<file path="config.mk">
export PLATFORM = sky130hd
export DESIGN_NAME = mem_bus_ctrl_flat
export DESIGN_NICKNAME = d
export VERILOG_FILES = /design/src/rtl/mem_bus_ctrl_if.sv /design/src/rtl/mem_bus_ctrl.sv /design/src/flat_wrapper.sv
export SDC_FILE = /design/constraint.sdc
export NUM_CORES = 1
export LEC_CHECK = 0
export CORE_ASPECT_RATIO = 1.2
export CORE_MARGIN = 2
export CORE_UTILIZATION = 35
export DETAILED_ROUTE_END_ITERATION = 8
export PLACE_DENSITY = 0.8
export SYNTH_ARGS = -nofsm -noshare
export SYNTH_HDL_FRONTEND = slang
export SYNTH_SLANG_ARGS = --single-unit
</file>
<file path="constraint.sdc">
create_clock -name iClk -period 3.9 [get_ports iClk]
set_clock_uncertainty 0.1 [all_clocks]
set_input_delay 0.975 -clock iClk [delete_from_list [all_inputs] [get_ports iClk]]
set_output_delay 0.975 -clock iClk [all_outputs]
set_load 0.02 [all_outputs]
</file>
<file path="src/rtl/mem_bus_ctrl_if.sv">
// Request/memory/I/O signal bundle between the load/store datapath and mem_bus_ctrl.
// slave = the controller, master = the requester/memory/port side.
interface mem_bus_ctrl_if;
  logic        iReq;
  logic        iWE;
  logic [31:0] iAddr;
  logic [31:0] iData;
  logic [31:0] oData;
  logic        oAck;
  logic        oFault;
  logic        oMemRead;
  logic        oMemWrite;
  logic [31:0] oMemAddr;
  logic [31:0] oMemData;
  logic [31:0] iMemData;
  logic [31:0] oOutPort;
  logic [31:0] iInPort;

  modport slave (
    input  iReq, iWE, iAddr, iData, iMemData, iInPort,
    output oData, oAck, oFault, oMemRead, oMemWrite, oMemAddr, oMemData, oOutPort
  );

  modport master (
    output iReq, iWE, iAddr, iData, iMemData, iInPort,
    input  oData, oAck, oFault, oMemRead, oMemWrite, oMemAddr, oMemData, oOutPort
  );
endinterface

</file>
<file path="src/rtl/mem_bus_ctrl.sv">
// Single-outstanding word access controller: decodes to memory, I/O ports or fault,
// sequences the synchronous memory read plus optional wait states, acks for one cycle.
//
// state   | meaning
// IDLE    | waiting for iReq; request latched and decoded here
// MEM_WR  | one cycle memory write strobe
// MEM_RD  | address presented to memory, read strobe high
// RD_WAIT | read strobe held while wait counter runs down, data captured at zero
// ACK     | one-cycle completion pulse, iReq ignored
module mem_bus_ctrl #(
  parameter int          MEM_WORDS   = 1024,
  parameter logic [31:0] IO_BASE     = 32'hFFFF_FF00,
  parameter int          WAIT_STATES = 0
) (
  input logic           iClk,
  input logic           nRst,
  mem_bus_ctrl_if.slave bus
);

  typedef enum logic [2:0] {IDLE, MEM_WR, MEM_RD, RD_WAIT, ACK} state_t;

  localparam logic [29:0] MEM_LIMIT = 30'(MEM_WORDS);
  localparam logic [3:0]  WAIT_LOAD = 4'(WAIT_STATES);

  state_t      state_q, state_d;
  logic [31:0] addr_q, addr_d;
  logic [31:0] wdata_q, wdata_d;
  logic [31:0] data_q, data_d;
  logic [31:0] outport_q, outport_d;
  logic        fault_q, fault_d;
  logic [3:0]  cnt_q, cnt_d;

  logic        io_hit;
  logic [7:0]  io_off;

  // I/O window is assumed 256-byte aligned
  assign io_hit = (bus.iAddr[31:8] == IO_BASE[31:8]);
  assign io_off = bus.iAddr[7:0];

  always_ff @(posedge iClk or negedge nRst) begin
    if (!nRst) begin
      state_q   <= IDLE;
      addr_q    <= '0;
      wdata_q   <= '0;
      data_q    <= '0;
      outport_q <= '0;
      fault_q   <= 1'b0;
      cnt_q     <= '0;
    end else begin
      state_q   <= state_d;
      addr_q    <= addr_d;
      wdata_q   <= wdata_d;
      data_q    <= data_d;
      outport_q <= outport_d;
      fault_q   <= fault_d;
      cnt_q     <= cnt_d;
    end
  end

  always_comb begin
    state_d   = state_q;
    addr_d    = addr_q;
    wdata_d   = wdata_q;
    data_d    = data_q;
    outport_d = outport_q;
    fault_d   = fault_q;
    cnt_d     = cnt_q;
    case (state_q)
      IDLE: begin
        if (bus.iReq) begin
          addr_d  = bus.iAddr;
          wdata_d = bus.iData;
          fault_d = 1'b0;
          if (bus.iAddr[1:0] != 2'b00) begin
            fault_d = 1'b1;
            state_d = ACK;
          end else if (io_hit) begin
            state_d = ACK;
            if (io_off == 8'h00) begin
              if (bus.iWE) outport_d = bus.iData;
              else         data_d    = outport_q;
            end else if (io_off == 8'h04) begin
              if (!bus.iWE) data_d = bus.iInPort;
            end else begin
              fault_d = 1'b1;
            end
          end else if (bus.iAddr[31:2] >= MEM_LIMIT) begin
            fault_d = 1'b1;
            state_d = ACK;
          end else begin
            state_d = bus.iWE ? MEM_WR : MEM_RD;
          end
        end
      end
      MEM_WR:  state_d = ACK;
      MEM_RD: begin
        cnt_d   = WAIT_LOAD;
        state_d = RD_WAIT;
      end
      RD_WAIT: begin
        if (cnt_q != 4'd0) begin
          cnt_d = cnt_q - 4'd1;
        end else begin
          data_d  = bus.iMemData;
          state_d = ACK;
        end
      end
      ACK:     state_d = IDLE;
      default: state_d = IDLE;
    endcase
  end

  assign bus.oAck      = (state_q == ACK);
  assign bus.oMemWrite = (state_q == MEM_WR);
  assign bus.oMemRead  = (state_q == MEM_RD) || (state_q == RD_WAIT);
  assign bus.oMemAddr  = addr_q;
  assign bus.oMemData  = wdata_q;
  assign bus.oData     = data_q;
  assign bus.oFault    = fault_q;
  assign bus.oOutPort  = outport_q;

endmodule

</file>
<file path="src/flat_wrapper.sv">
// flat-port wrapper written by rule: the top's interface ports become plain ports
module mem_bus_ctrl_flat 
#(
  parameter int          MEM_WORDS   = 1024,
  parameter logic [31:0] IO_BASE     = 32'hFFFF_FF00,
  parameter int          WAIT_STATES = 0
)
  (iClk, nRst, bus_iReq, bus_iWE, bus_iAddr, bus_iData, bus_iMemData, bus_iInPort, bus_oData, bus_oAck, bus_oFault, bus_oMemRead, bus_oMemWrite, bus_oMemAddr, bus_oMemData, bus_oOutPort);
  mem_bus_ctrl_if bus_i ();
  input logic iClk;
  input logic nRst;
  input wire logic [$bits(bus_i.iReq)-1:0] bus_iReq;
  input wire logic [$bits(bus_i.iWE)-1:0] bus_iWE;
  input wire logic [$bits(bus_i.iAddr)-1:0] bus_iAddr;
  input wire logic [$bits(bus_i.iData)-1:0] bus_iData;
  input wire logic [$bits(bus_i.iMemData)-1:0] bus_iMemData;
  input wire logic [$bits(bus_i.iInPort)-1:0] bus_iInPort;
  output wire logic [$bits(bus_i.oData)-1:0] bus_oData;
  output wire logic [$bits(bus_i.oAck)-1:0] bus_oAck;
  output wire logic [$bits(bus_i.oFault)-1:0] bus_oFault;
  output wire logic [$bits(bus_i.oMemRead)-1:0] bus_oMemRead;
  output wire logic [$bits(bus_i.oMemWrite)-1:0] bus_oMemWrite;
  output wire logic [$bits(bus_i.oMemAddr)-1:0] bus_oMemAddr;
  output wire logic [$bits(bus_i.oMemData)-1:0] bus_oMemData;
  output wire logic [$bits(bus_i.oOutPort)-1:0] bus_oOutPort;
  assign bus_i.iReq = bus_iReq;
  assign bus_i.iWE = bus_iWE;
  assign bus_i.iAddr = bus_iAddr;
  assign bus_i.iData = bus_iData;
  assign bus_i.iMemData = bus_iMemData;
  assign bus_i.iInPort = bus_iInPort;
  assign bus_oData = bus_i.oData;
  assign bus_oAck = bus_i.oAck;
  assign bus_oFault = bus_i.oFault;
  assign bus_oMemRead = bus_i.oMemRead;
  assign bus_oMemWrite = bus_i.oMemWrite;
  assign bus_oMemAddr = bus_i.oMemAddr;
  assign bus_oMemData = bus_i.oMemData;
  assign bus_oOutPort = bus_i.oOutPort;
  mem_bus_ctrl #(.MEM_WORDS(MEM_WORDS), .IO_BASE(IO_BASE), .WAIT_STATES(WAIT_STATES)) u_core (.iClk(iClk), .nRst(nRst), .bus(bus_i));
endmodule
</file>
==> flow_summary_export.csv <==
group,metric,value,unit
critical_path,crit_type,"in -> reg",
logic_synthesis,synth.most_common_cell,"dfrtp_1",
global_route,grt_max_degree,70,
logic_synthesis,syn_area_per_cell,12.6,µm²
logic_synthesis,async_flop_share,100,%
global_route,grt_pass1_wl,27200,µm
logic_synthesis,yosys.area_share.simple,10.9,%
floorplanning,core-area,0.0174,mm²
logic_synthesis,synth_compound_area_share,5.00,%
critical_path,crit_path_max_fanout,17,
sta,relSlewSlack,48.6,%
logic_synthesis,postSynthNetCount,626,
cts,cts_tree,"done",
global_route,antenna_found_initial,0,
cts,cts_hold_buffers,0,
layout,fillers,1443,
layout,diodes,0,
floorplanning,die_h,150,µm
critical_path,reg2reg_depth,8,
sta,slew_violations,0,
global_route,grt_pass1_vias,4985,
layout,drive_gt1_share,23.2,%
cts,clk_path_buf_depth,2,
place,dp_slack,211,ps
logic_synthesis,synthTopCellsByArea,"dfrtp_1 (55%), mux2_2 (18%), mux2_4 (7.3%)",
logic_synthesis,synthAdderAreaFrac,0.403,%
flow_run,drv_cap,0,
sta,worst_slew_pin_slew,772,ps
cts,clk_latency,410,ps
floorplanning,die_x,126,µm
layout,regArea,0.00340,mm²
layout,nets,883,
logic_synthesis,yosysSeqAreaShare,54.8,%
logic_synthesis,synth_edf_count,0,
cts,cts_resized,0,
logic_synthesis,synthTopCellsByCount,"dfrtp_1 (136), mux2_2 (98), nand2_1 (65)",
detailed_routing,via_count,4814,
cts,cts_buffers,17,
logic_synthesis,yosys_warnings,0,
logic_synthesis,synth_mux_area_share,25.0,%
critical_path,r2r-start,"u_core.cnt_q[0]",
critical_path,critPathRequiredTime,4090,ps
cts,cts_root_buf,"clkbuf_16",
sta,setup_viol,0,
global_route,grt_overflow,0,
logic_synthesis,synth.top_cell.area_share,54.8,%
layout,area_delta_synth_final,55.9,%
logic_synthesis,ys.flop_type,"dfrtp_1",
cts,cts.htree.levels,4,
floorplanning,row_count,53,
power,leakagePower,4.00,nW
sta,finalCritPeriodShare,83.8,%
power,ir_drop,0.000261,V
detailed_routing,first_iter_violations,184,
sta,period_needed,3270,ps
sta,fmax,306,MHz
critical_path,r2r_end,"u_core.bus.oData[13]",
logic_synthesis,yosysTopAreaCell,"dfrtp_1",
place,portBuffers,263,
global_route,grt_usage,18.5,%
floorplanning,pin_count,264,
cts,clock_sinks,136,
sta,final-hold-violation-count,0,
detailed_routing,via_per_inst,4.90,
sta,setup_ws,631,ps
sta,rsz0062_at_grt,"false",
layout,multi_input_area,0.00260,mm²
logic_synthesis,ys_ff_latch,136,
outcome,status,"finished, final reports clean",
logic_synthesis,synth.distinct_cells,34,
cts,postCtsSetupBuffers,0,
logic_synthesis,synthesis.area,0.00620,mm²
detailed_routing,drt-total-wl,17300,µm
critical_path,r2r_slack,1390,ps
critical_path,crit_end,"u_core.bus.oOutPort[14]",
logic_synthesis,synth-xor-area-share,0.282,%
detailed_routing,drc,0,
logic_synthesis,synthesis.instances,492,
critical_path,crit_start,"bus_iAddr[1]",
detailed_routing,wl_per_cell,17.6,µm
floorplanning,initial_core_util,35.6,%
hold_path,hold_class,"reg -> reg",
power,p_per_area,457,mW/mm²
critical_path,worstPathArrival,3460,ps
detailed_routing,drtPass1Iterations,4,
critical_path,cp-start-kind,"input pin",
place,place_congestion,0.870,
cts,clkTransAtPathRegs,60,ps
floorplanning,dieArea,0.0188,mm²
sta,tns,0,ps
critical_path,end_kind,"flop",
place,hpwl,12600,µm
logic_synthesis,synth_top_family_by_area,"multiplexers",
detailed_routing,ant_nets,0,
## cell type report
type                            count  share of cell area [%]
Sequential cell                   136                    35.2
Clock buffer                       23                    5.15
Multi-Input combinational cell    316                    26.8
Inverter                            5                   0.194
Tap cell                          220                    2.84
Timing Repair Buffer              273                    28.4
Clock inverter                      9                    1.42
## critical path, stage by stage
cell and delay [ps]:
clkdlybuf4s50_1 480, or4_4 570, nor2_2 170, nand3_2 140, or3_2 530, buf_4 260, mux2_4 330
## registers in the layout, summed over array words and instances, names as in the netlist
name                 count
u_core.bus.oData        32
u_core.bus.oFault        1
u_core.bus.oMemAddr     32
u_core.bus.oMemData     32
u_core.bus.oOutPort     32
u_core.cnt_q             4
u_core.state_q           3
## cells by family after synthesis
| family | count (synthesis) |
|---|---|
| AO/OA/AOI/OAI | 43 |
| XOR/XNOR | 2 |
| adder cells (fa/ha/maj) | 2 |
| buffers and inverters | 40 |
| flip-flops | 136 |
| multiplexers | 128 |
| AND/OR/NAND/NOR | 141 |
## placed cells by master, fill, tap and decap left out, drive strengths merged, types with 7 or more instances in the layout
cell | netlist | layout
clkbuf | 17 | 23
nor2 | 9 | 9
nand3 | 34 | 34
mux2 | 128 | 128
clkdlybuf4s50 | 0 | 262
o211ai | 32 | 32
nor4 | 7 | 7
nand4 | 8 | 8
dfrtp | 136 | 136
nand2 | 65 | 65
buf | 18 | 11
## power breakdown
group	switching, W	total (W)	internal, W
sequential	0.0000905	0.00168	0.00159
combinational	0.000463	0.00104	0.000580
clock	0.000604	0.00170	0.00110
total	0.00116	0.00442	0.00327
## through the flow
step                total power (W)  cell area, µm²  hold WS, ps  util (%)  cells
finish                      0.00442            9680          403      55.5    982
global route                0.00461            9680          419      55.5    982
floorplan                   0.00215            6200          362         -    492
CTS                         0.00449            9680          407      55.5    982
global placement            0.00274            9040          389      51.8    950
detailed placement          0.00276            9040          394      51.8    950
## routing by layer
layer	track usage, %	part of all wire, %	vias to the layer above
li1	-	-	2287
met1	22.0	41	2354
met2	32.0	51	153
met3	5.29	6.0	20
met4	7.06	1.9	0
met5	0	0	-
## worst min path at each step
stage	start	to	slack, ps	depth (start not counted)
floorplan	u_core.cnt_q[0]	u_core.cnt_q[0]	360	1
global placement	u_core.bus.oData[22]	u_core.bus.oData[22]	390	1
detailed placement	u_core.bus.oMemData[12]	u_core.bus.oMemData[12]	390	1
CTS	u_core.bus.oMemData[12]	u_core.bus.oMemData[12]	410	1
global route	u_core.bus.oData[3]	u_core.bus.oData[3]	420	1
finish	u_core.bus.oData[16]	u_core.bus.oData[16]	400	1
Power figures use the tool's default switching activity.
